## config.mk

```make
export PLATFORM = sky130hd
export DESIGN_NAME = fsk_tx
export DESIGN_NICKNAME = d
export VERILOG_FILES = /design/src/rtl/fsk_tx.sv
export SDC_FILE = /design/constraint.sdc
export NUM_CORES = 1
export LEC_CHECK = 0
export BUFFER_PORTS_ARGS = -buffer_cell sky130_fd_sc_hd__buf_4
export CELL_PAD_IN_SITES_DETAIL_PLACEMENT = 0
export CELL_PAD_IN_SITES_GLOBAL_PLACEMENT = 1
export CORE_UTILIZATION = 44
export DETAILED_ROUTE_END_ITERATION = 8
export PLACE_DENSITY_LB_ADDON = 0.1
export SYNTH_ARGS = -nofsm -noshare
export SYNTH_HDL_FRONTEND = slang
export SYNTH_SLANG_ARGS = --single-unit
```

## constraint.sdc

```tcl
create_clock -name i_clk -period 3.8 [get_ports i_clk]
set_input_delay 0.76 -clock i_clk [delete_from_list [all_inputs] [get_ports i_clk]]
set_output_delay 0.76 -clock i_clk [all_outputs]
set_load 0.02 [all_outputs]
```

## src/rtl/fsk_tx.sv

```systemverilog
// M-ary phase-continuous FSK transmitter with a valid/ready symbol stream.
// Optional alternating 0,1 preamble before each burst: define FSK_TX_PREAMBLE_EN.
module fsk_tx #(
  parameter int p_acc_sz  = 24,
  parameter int p_sym_sz  = 2,
  parameter int p_dur_sz  = 16,
  parameter int p_pre_len = 8
) (
  input  logic                i_clk,
  input  logic                i_rst,
  input  logic [p_acc_sz-1:0] i_base_inc,
  input  logic [p_acc_sz-1:0] i_step_inc,
  input  logic [p_dur_sz-1:0] i_sym_dur,
  input  logic [p_sym_sz-1:0] i_sym,
  input  logic                i_sym_valid,
  output logic                o_sym_ready,
  output logic                o_fm,
  output logic [p_acc_sz-1:0] o_phase,
  output logic                o_busy,
  output logic                o_underrun,
  output logic [1:0]          o_state
);

`ifdef FSK_TX_PREAMBLE_EN
  typedef enum logic [1:0] {S_IDLE = 2'd0, S_RUN = 2'd1, S_PRE = 2'd2} state_t;
`else
  typedef enum logic [1:0] {S_IDLE = 2'd0, S_RUN = 2'd1} state_t;
`endif

  // Handshake: a symbol transfers on any cycle where i_sym_valid & o_sym_ready;
  // o_sym_ready depends only on registered state, never on i_sym_valid.

  state_t              state;
  logic [p_acc_sz-1:0] acc;
  logic [p_acc_sz-1:0] inc;
  logic [p_dur_sz-1:0] cnt;
  logic                ur;
  logic                accept;
  logic [p_dur_sz-1:0] dur_ld;
  logic [p_acc_sz-1:0] new_inc;

  function automatic logic [p_acc_sz-1:0] tone(input logic [p_acc_sz-1:0] b,
                                               input logic [p_acc_sz-1:0] s,
                                               input logic [p_sym_sz-1:0] k);
    return b + p_acc_sz'(k) * s;
  endfunction

  always_comb begin
    o_sym_ready = !i_rst && ((state == S_IDLE) || (state == S_RUN && cnt == '0));
    accept      = i_sym_valid && o_sym_ready;
    dur_ld      = (i_sym_dur == '0) ? '0 : i_sym_dur - p_dur_sz'(1);
    new_inc     = tone(i_base_inc, i_step_inc, i_sym);
  end

`ifdef FSK_TX_PREAMBLE_EN
  localparam int PW = (p_pre_len > 1) ? $clog2(p_pre_len) : 1;
  logic [p_sym_sz-1:0] sym_r;
  logic [p_acc_sz-1:0] base_r;
  logic [p_acc_sz-1:0] step_r;
  logic [p_dur_sz-1:0] dur_r;
  logic [PW-1:0]       pre_idx;
  logic [p_acc_sz-1:0] run_inc;
  logic [p_acc_sz-1:0] alt_inc;
  logic                pre_last;

  // alt_inc is the tone of the preamble symbol that follows pre_idx.
  always_comb begin
    run_inc  = tone(base_r, step_r, sym_r);
    alt_inc  = pre_idx[0] ? base_r : base_r + step_r;
    pre_last = (pre_idx == PW'(p_pre_len - 1));
  end
`endif

  always_ff @(posedge i_clk or posedge i_rst) begin
    if (i_rst) begin
      state <= S_IDLE;
      acc   <= '0;
      inc   <= '0;
      cnt   <= '0;
      ur    <= 1'b0;
`ifdef FSK_TX_PREAMBLE_EN
      sym_r   <= '0;
      base_r  <= '0;
      step_r  <= '0;
      dur_r   <= '0;
      pre_idx <= '0;
`endif
    end else begin
      ur <= 1'b0;
      case (state)
        S_IDLE: begin
          acc <= '0;
          if (accept) begin
            cnt <= dur_ld;
`ifdef FSK_TX_PREAMBLE_EN
            sym_r   <= i_sym;
            base_r  <= i_base_inc;
            step_r  <= i_step_inc;
            dur_r   <= dur_ld;
            pre_idx <= '0;
            if (p_pre_len > 0) begin
              state <= S_PRE;
              inc   <= i_base_inc;
              acc   <= i_base_inc;
            end else begin
              state <= S_RUN;
              inc   <= new_inc;
              acc   <= new_inc;
            end
`else
            state <= S_RUN;
            inc   <= new_inc;
            acc   <= new_inc;
`endif
          end
        end
        S_RUN: begin
          if (cnt != '0) begin
            acc <= acc + inc;
            cnt <= cnt - p_dur_sz'(1);
          end else if (accept) begin
            // Zero-gap successor: phase carries straight on with the new tone.
            inc <= new_inc;
            acc <= acc + new_inc;
            cnt <= dur_ld;
          end else begin
            state <= S_IDLE;
            acc   <= '0;
            ur    <= 1'b1;
          end
        end
`ifdef FSK_TX_PREAMBLE_EN
        S_PRE: begin
          if (cnt != '0) begin
            acc <= acc + inc;
            cnt <= cnt - p_dur_sz'(1);
          end else if (pre_last) begin
            state <= S_RUN;
            inc   <= run_inc;
            acc   <= acc + run_inc;
            cnt   <= dur_r;
          end else begin
            pre_idx <= pre_idx + PW'(1);
            inc     <= alt_inc;
            acc     <= acc + alt_inc;
            cnt     <= dur_r;
          end
        end
`endif
        default: begin
          state <= S_IDLE;
          acc   <= '0;
        end
      endcase
    end
  end

  assign o_fm       = acc[p_acc_sz-1];
  assign o_phase    = acc;
  assign o_busy     = (state != S_IDLE);
  assign o_underrun = ur;
  assign o_state    = state;

endmodule
```

==> flow_metrics.env <==
export IMPL_synth_seq_cells=66
export IMPL_critical_path_startpoint_type="input pin"
export IMPL_power_per_cell_area_nw_per_um2=849.5
export IMPL_gp_congestion=0.8240
export IMPL_clock_network_latency_to_the_later_pin_of_the_worst_skew_pair_ps=330
export IMPL_irDropWorstVdd_mv=0.3213
export IMPL_detail_route_drc_violations=0
export IMPL_area_delta_synth_final_pct=46.61
export IMPL_synth_top_flop_cell="sky130_fd_sc_hd__dfrtp_1"
export IMPL_internal_power_w=0.005218
export IMPL_clk_transition_reported_paths_ps=50
export IMPL_rrSetupSlack_ps=340
export IMPL_buffer_ports_inserted=97
export IMPL_pin_count=99
export IMPL_drt_antenna_violating_nets=0
export IMPL_total_power_w=0.009230
export IMPL_grt_overflow=0
export IMPL_fmaxAchievable_ghz=0.1959
export IMPL_cts_hold_repair_buffers=0
export IMPL_fin_crit_ps=5106
export IMPL_timing_final_crit_share=1.344
export IMPL_worst_slew_pin_transition_ps=831.2
export IMPL_diodes=0
export IMPL_power_share_switching=0.4347
export IMPL_clock_power_share=0.092
export IMPL_grt_pass1_vias=7261
export IMPL_setup_viol_count_final=17
export IMPL_core_area_um2=16520
export IMPL_final_max_slew_violation_count=0
export IMPL_edff_count_synth=0
export IMPL_yosys_warnings=0
export IMPL_hold_path_class="flop to flop"
export IMPL_synth_lib_cells_used_distinct=66
export IMPL_rsz0062_at_grt="true"
export IMPL_status="finished, violations left"
export IMPL_ctsRootBufferMaster="sky130_fd_sc_hd__clkbuf_16"
export IMPL_timing_critical_path_fanout_max=4
export IMPL_maximum_clock_skew_at_final_layout_ps=7.914
export IMPL_cp_arrival_ps=5320
export IMPL_p_switching_w=0.004012
export IMPL_max_slew_margin_rel=0.4459
export IMPL_hpwl_mm=16.26
export IMPL_yosys_top_cells_area="sky130_fd_sc_hd__dfrtp_1, sky130_fd_sc_hd__ha_1, sky130_fd_sc_hd__fa_1"
export IMPL_fp_dieH_um=131.8
export IMPL_synth_top_cell_by_area="sky130_fd_sc_hd__dfrtp_1"
export IMPL_critPathMostFrequentCell="sky130_fd_sc_hd__a21o_1"
export IMPL_initial_core_util=0.4485
export IMPL_layout_drive_gt1_share=0.3657
export IMPL_fp_dieArea_um2=17370
export IMPL_worstPathRequired_ps=4010
export IMPL_dieWidth_um=131.8
export IMPL_cap_violations=0
export IMPL_timing_final_ws_setup_ps=-1306
export IMPL_yosysSeqAreaShare=0.2229
export IMPL_postRouteWirelength_mm=21.52
export IMPL_share_comb_of_total_power=0.761
export IMPL_grt_start_max_net_pins=67
export IMPL_synth_avg_cell_area_um2=8.055
export IMPL_critical_path_cell_chain="buf_12, and2_4, fa_1, ha_2, fa_2, a211oi_2, nor2_2, o31ai_2, buf_4, a211oi_4, nor3_2, xnor2_2, ha_1, a21o_1, a21o_1, a21oi_2, nand2b_1, o311a_4, o21ai_2, nor4b_4, nor2_1, and3_1, a211o_1"
export IMPL_seqCellArea_um2=1652
export IMPL_failed_checks="setup timing"
export IMPL_routed_via_count=7469
export IMPL_cts_buffers=9
export IMPL_critPathMaxStageDelay_ps=480
export IMPL_cts_buffer_depth=2
export IMPL_final_cells=1415
export IMPL_firstDrtPassIters=5
export IMPL_route_detailed_wl_per_inst_um=15.21
export IMPL_synthesis_instances=920
export IMPL_antenna_found_initial=0
export IMPL_drtIter0Drc=283
export IMPL_asyncSetResetFlopFracSynth=1.000
export IMPL_leakagePower_nw=5.329
export IMPL_timing_worst_setup_path_type="input pin to flop"
export IMPL_grt_first_pass_wirelength_mm=34.91
export IMPL_worst_path_max_delay_cell="sky130_fd_sc_hd__fa_1"
export IMPL_via_per_inst=5.278
export IMPL_endpoint_kind="flop"
export IMPL_tritoncts="yes"
export IMPL_stdcell_area_um2=10870
export IMPL_final_fill_count=1399
export IMPL_timing_final_hold_violations=0
export IMPL_postSynthNetCount=1086
export IMPL_finalNetCount=1357
export IMPL_track_usage=0.2488
export IMPL_placed_area_um2=9728
export IMPL_synth_top_area_share=0.2229
export IMPL_summed_instance_area_of_the_synthesized_netlist_um2=7411
export IMPL_whs_ps=489.7
export IMPL_totalNegativeSetupSlack_ps=-11780
export IMPL_htreeDepth=3
export IMPL_post_place_cells=1368
export IMPL_cts_num_sinks=66
export IMPL_total_area_of_multi_input_combinational_cells_um2=6031
export IMPL_placementRows=47
export IMPL_sequential_fraction_of_design_power=0.147
-- cell families after synthesis --
family / Yosys count / synth area share
DFF: 66 / 0.2229
AOI/OAI and AO/OA: 263 / 0.2261
other: 1 / 0.0005060
muxes: 21 / 0.03140
adders and majority gates: 97 / 0.1891
buffers and inverters: 120 / 0.06483
and+or+nand+nor: 281 / 0.1813
xor gates and xnor gates: 71 / 0.08391
-- path summary, 6_finish.rpt --
path	endpoint	cells past startpoint	startpoint
max	o_phase[23]	23	i_sym[0]
min	inc[21]	2	inc[21]
max reg2reg	o_phase[23]	11	o_phase[1]
min reg2reg	inc[21]	2	inc[21]
max in group asynchronous	cnt[14]	3	i_rst
min in group asynchronous	cnt[10]	3	i_rst
-- layout make-up --
cell class | count | share of cell area
Timing Repair Buffer | 287 | 0.2074
Clock inverter | 2 | 0.003224
Inverter | 93 | 0.03213
Clock buffer | 13 | 0.02487
Multi-Input combinational cell | 734 | 0.5550
Sequential cell | 66 | 0.1520
Tap cell | 220 | 0.02533
-- critical path, delay by kind of cell --
family	cells	cell delay, ps
AOI/OAI and AO/OA	9	1760
adders and majority gates	4	1280
and+or+nand+nor	7	1080
buffers and inverters	2	270
xor gates and xnor gates	1	140
-- stage by stage --
step | worst slack (ps) | utilization
6_report | -1306 | 0.6575
5_1_grt | -1499 | 0.6575
4_1_cts | -1238 | 0.6318
3_5_place_dp | -1683 | 0.5887
3_3_place_gp | -1567 | 0.5887
2_1_floorplan | -1267 | -
-- synthesized netlist by cell type (7+ instances only) --
library cell               number
sky130_fd_sc_hd__inv_1         93
sky130_fd_sc_hd__or3_1         14
sky130_fd_sc_hd__nor2_1        50
sky130_fd_sc_hd__xnor2_1       49
sky130_fd_sc_hd__a211oi_1      13
sky130_fd_sc_hd__nand2_1      107
sky130_fd_sc_hd__a21o_1        24
sky130_fd_sc_hd__fa_1          25
sky130_fd_sc_hd__a22o_1        10
sky130_fd_sc_hd__nor3_1        24
sky130_fd_sc_hd__ha_1          72
sky130_fd_sc_hd__nand3_1       20
sky130_fd_sc_hd__a21oi_1       83
sky130_fd_sc_hd__and3_1         7
sky130_fd_sc_hd__xor2_1        22
sky130_fd_sc_hd__clkbuf_1      17
sky130_fd_sc_hd__dfrtp_1       66
sky130_fd_sc_hd__o21a_1         8
sky130_fd_sc_hd__nor2b_1       14
sky130_fd_sc_hd__o21ai_0       62
sky130_fd_sc_hd__mux2_2        18
sky130_fd_sc_hd__o22ai_1        7
sky130_fd_sc_hd__nand2b_1      15
-- cell usage in the layout, fill, tap and decap left out, types with 16 or more instances in the layout --
| cell type | instances |
|---|---|
| sky130_fd_sc_hd__xnor2_1 | 37 |
| sky130_fd_sc_hd__o21ai_0 | 46 |
| sky130_fd_sc_hd__nand3_1 | 17 |
| sky130_fd_sc_hd__a21oi_2 | 16 |
| sky130_fd_sc_hd__a21o_1 | 24 |
| sky130_fd_sc_hd__fa_1 | 24 |
| sky130_fd_sc_hd__a21oi_1 | 63 |
| sky130_fd_sc_hd__ha_1 | 60 |
| sky130_fd_sc_hd__dfrtp_1 | 66 |
| sky130_fd_sc_hd__buf_6 | 21 |
| sky130_fd_sc_hd__nand2_1 | 102 |
| sky130_fd_sc_hd__inv_1 | 87 |
| sky130_fd_sc_hd__mux2_2 | 18 |
| sky130_fd_sc_hd__nor3_1 | 16 |
| sky130_fd_sc_hd__xor2_1 | 21 |
| sky130_fd_sc_hd__buf_4 | 264 |
| sky130_fd_sc_hd__nor2_1 | 43 |
-- power by group through the flow --
stage	combinational [W]	sequential, W	clock, W
global placement	0.00574	0.00135	0
finish	0.00702	0.00136	0.000848
CTS	0.00635	0.00135	0.000856
detailed placement	0.00580	0.00135	0
floorplan	0.00368	0.00139	0
global route	0.00763	0.00139	0.000889
-- flip-flops by register name (all words and copies together), names as in the netlist --
name,cells
inc,24
o_state,1
o_underrun,1
cnt,16
o_phase,24
-- per-layer routing --
| metal | vias up | wire length [um] | GRT usage |
|---|---|---|---|
| met1 | 3475 | 10090 | 0.3380 |
| met2 | 187 | 10110 | 0.4215 |
| met5 | - | 0 | 0 |
| met4 | 0 | 435 | 0.07364 |
| li1 | 3776 | - | - |
| met3 | 31 | 886 | 0.02153 |
-- timing repair --
action	CTS	global route
pin swaps	51	70
buffers inserted	21	16
gates resized for setup	58	65
endpoints found under the setup margin	19	25
endpoints found under the hold margin	0	0
Note: power is estimated with default switching activity, not from simulation.
